--- config.mk ---
export PLATFORM = sky130hd
export DESIGN_NAME = three_bit_reg
export DESIGN_NICKNAME = d
export VERILOG_FILES = /design/src/rtl/three_bit_reg.sv
export SDC_FILE = /design/constraint.sdc
export NUM_CORES = 1
export LEC_CHECK = 0
export CORE_AREA = 2 2 39 41
export DETAILED_ROUTE_END_ITERATION = 10
export DIE_AREA = 0 0 41 43
export PLACE_DENSITY = 0.34
export SLEW_MARGIN = 20
export SYNTH_ARGS = -nofsm -noshare
export SYNTH_HDL_FRONTEND = slang
export SYNTH_SLANG_ARGS = --single-unit
export TNS_END_PERCENT = 30
--- constraint.sdc ---
create_clock -name CLK -period 3.25 [get_ports CLK]
set_clock_uncertainty 0.2 [all_clocks]
set_input_delay 0.4875 -clock CLK [delete_from_list [all_inputs] [get_ports CLK]]
set_output_delay 0.4875 -clock CLK [all_outputs]
set_load 0.02 [all_outputs]
--- src/rtl/three_bit_reg.sv ---
// three_bit_reg: loadable register with a sticky Loaded flag and async active-low reset.
// Define THREE_BIT_REG_PARITY_EN to add a registered even-parity output of Q.
`timescale 1ns/100ps
module three_bit_reg #(
  parameter int WIDTH = 3,
  parameter logic [WIDTH-1:0] RESET_VAL = {WIDTH{1'b0}}
) (
  input  logic             CLK,
  input  logic [WIDTH-1:0] D,
  input  logic             Load,
  output logic [WIDTH-1:0] Q,
  input  logic             RST_N,
  output logic             Loaded
`ifdef THREE_BIT_REG_PARITY_EN
  ,
  output logic             Parity
`endif
);
  // armed blocks a load on the edge that releases reset, so the first load lands one edge later
  logic armed;
  logic ld;
  assign ld = armed & Load;
  always_ff @(posedge CLK or negedge RST_N) begin
    if (!RST_N) begin
      Q      <= RESET_VAL;
      Loaded <= 1'b0;
      armed  <= 1'b0;
    end else begin
      armed <= 1'b1;
      if (ld) begin
        Q      <= D;
        Loaded <= 1'b1;
      end
    end
  end
`ifdef THREE_BIT_REG_PARITY_EN
  always_ff @(posedge CLK or negedge RST_N) begin
    if (!RST_N) Parity <= ^RESET_VAL;
    else if (ld) Parity <= ^D;
  end
`endif
endmodule

==> run summary <==
## Setup path
- worst-path cell chain: clkdlybuf4s50_1
- delay of the slowest cell on the worst path: 610 ps
- Critical Path Start Type: register
- standard cell with the maximum stage delay on the critical path: sky130_fd_sc_hd__clkdlybuf4s50_1
- endpoint required time on the critical path: 2560 ps
- Crit. End Element: output pin
- Worst Path Max Fanout: 2
- critical path class: register to output pin
- Largest delay share family, worst path: buffers and inverters
- worst endpoint data arrival time: 1180 ps
- CP Buf/Inv Count: 1

## STA
- unrepaired setup endpoints after global routing: false
- Slew Limit Fails: 0
- fraction of the cycle the final worst path needs: 57.6%
- Total Neg Setup Slack: 0 ps
- final hold violation count: 0
- Period minus WS final: 1870 ps
- smallest setup slack after layout: 1380 ps
- setup-violating endpoint count in the final report: 0
- Fmax achieved: 534 MHz

## Layout
- share of post-route cells with drive strength above 1: 29.2%
- layout overhead on the synthesized area: 72.7%
- Layout Nets: 31
- final instance area: 324 sq um
- ANT cells: 0

## Clock tree
- clock latency reported for the late side of the worst-skew pair: 230 ps
- buffer type at the clock tree root: sky130_fd_sc_hd__clkbuf_4
- number of buffers added by the clock tree synthesis step: 3
- H-tree levels: 1
- CTS sink count: 5
- post-CTS sizing: 0
- setup bufs post-CTS: 0
- # hold bufs at CTS: 0
- clock tree from TritonCTS: yes
- Longest Clk Path Bufs: 2
- post-CTS clock slew at the launch and capture registers of the worst setup and hold paths: 40 ps

## Place
- quantity of I/O buffers inserted on ports: 9
- Setup WS pre-CTS: 1560 ps
- weighted congestion at the end of routability-driven global placement: 0.563
- cell area reported after detailed placement: 298 sq um

## Global routing
- Overall Global Routing Usage: 6.05%
- number of antenna violations at the first check in global routing: 0
- wire length of the first global-routing pass: 586 microns
- number of global-route vias before repair: 144
- total gr overflow: 0
- maximum number of pins on one net before global-route repair: 6

## Synth
- number of distinct library cells after synthesis: 5
- post-synthesis cell count: 11
- Yosys warning total: 0
- Mapped Avg Cell Area: 17.1 sq um
- Syn Std Cell Area: 188 sq um
- part of the Yosys area used for sequential elements: 66.7%
- flop and latch count out of synthesis: 5
- net count after synthesis: 17

## Drt
- vias after detailed routing: 134
- DR iter-0 viols: 3
- met3 routed WL: 69 microns
- number of design rule violations left after detail routing: 0
- number of iterations in the first detailed-routing pass: 2
- via density per instance: 3.35
- total routed wirelength: 352 microns
- detailed route wirelength on metal2: 123 microns
- WL per Instance: 8.80 microns
- sum of routed wire segments on met1: 159 microns
- number of nets still failing antenna checks after routing: 0
- top routing layer in use: met3

## Power
- Tot Pwr: 0.177 mW
- power density over the cells: 548 mW/mm^2
- Peak supply drop: 0.000188 V
- leakage power: 0.141 nW

## Floorplanning
- floorplan core area: 0.00138 sq mm
- die area: 0.00176 sq mm
- ports placed on the boundary: 10
- initial core utilization: 13.6%
- Chip Width: 41 microns
- height of the die: 43 microns
- FP Rows: 14

## Flow run
- total of max-cap violations: 0

## Outcome
- status: finished clean

## Min path
- worst min path class: register to register

==> cells in the final DEF, fill, tap and decap left out, drive strengths merged <==
cell	count
clkbuf	4
clkdlybuf4s50	9
conb	1
dfrtp	5
mux2	3
nand2	1
or2b	1
==> logic make-up after synthesis <==
family	Yosys count	share of synthesized area, %
other	1	2.00
AND/OR/NAND/NOR	2	7.34
flip-flops	5	66.7
multiplexers	3	24.0
==> cell type report <==
class / count / area [sq um]
sequential: 5 / 125
fill: 144 / 1060
multi-input combinational: 6 / 62.6
timing repair buffer: 9 / 90.1
tap: 16 / 20.0
clock buffer: 4 / 26.3
==> final timing paths <==
kind                            slack [ps]  depth (start not counted)      to    from
worst max-delay path                  1380                          1    Q[2]    Q[2]
worst min-delay path                   270                          1  Loaded  Loaded
worst max register to register        2130                          2    Q[1]   armed
worst min register to register         270                          1  Loaded  Loaded
max in group asynchronous             2370                          1    Q[2]   RST_N
min in group asynchronous              280                          1    Q[0]   RST_N
==> worst register-to-register path, delay by kind of cell, from the launching register on <==
kind | cells | cell delay, ps
flops | 1 | 370
mux | 1 | 310
simple gates | 1 | 130
==> flip-flops by register name, summed over array words and instances, names as in the netlist <==
name	count
Q	3
Loaded	1
armed	1
==> routing by layer <==
metal  track usage (%)  up-vias
li1                  -       60
met1              5.86       62
met2              5.63       12
met3              7.85        0
met4              6.00        0
met5                 0        -
==> synthesized netlist by cell type <==
cell / count / share of area [%]
sky130_fd_sc_hd__conb_1: 1 / 2.0
sky130_fd_sc_hd__dfrtp_1: 5 / 67
sky130_fd_sc_hd__mux2_4: 3 / 24
sky130_fd_sc_hd__nand2_2: 1 / 3.3
sky130_fd_sc_hd__or2b_1: 1 / 4.0
==> per-stage QoR <==
stage	std cells	hold WS, ps	utilization [%]
floorplan	11	-8.09	-
global placement	36	254	21.5
detailed placement	36	261	21.5
CTS	40	270	23.4
global route	40	275	23.4
finish	40	267	23.4
==> report_power, final <==
group / internal (mW) / switching (mW)
clock network: 0.0463 / 0.0230
registers: 0.0687 / 0.00324
logic: 0.0225 / 0.0138
No activity file was read; power rests on OpenSTA's default activity.
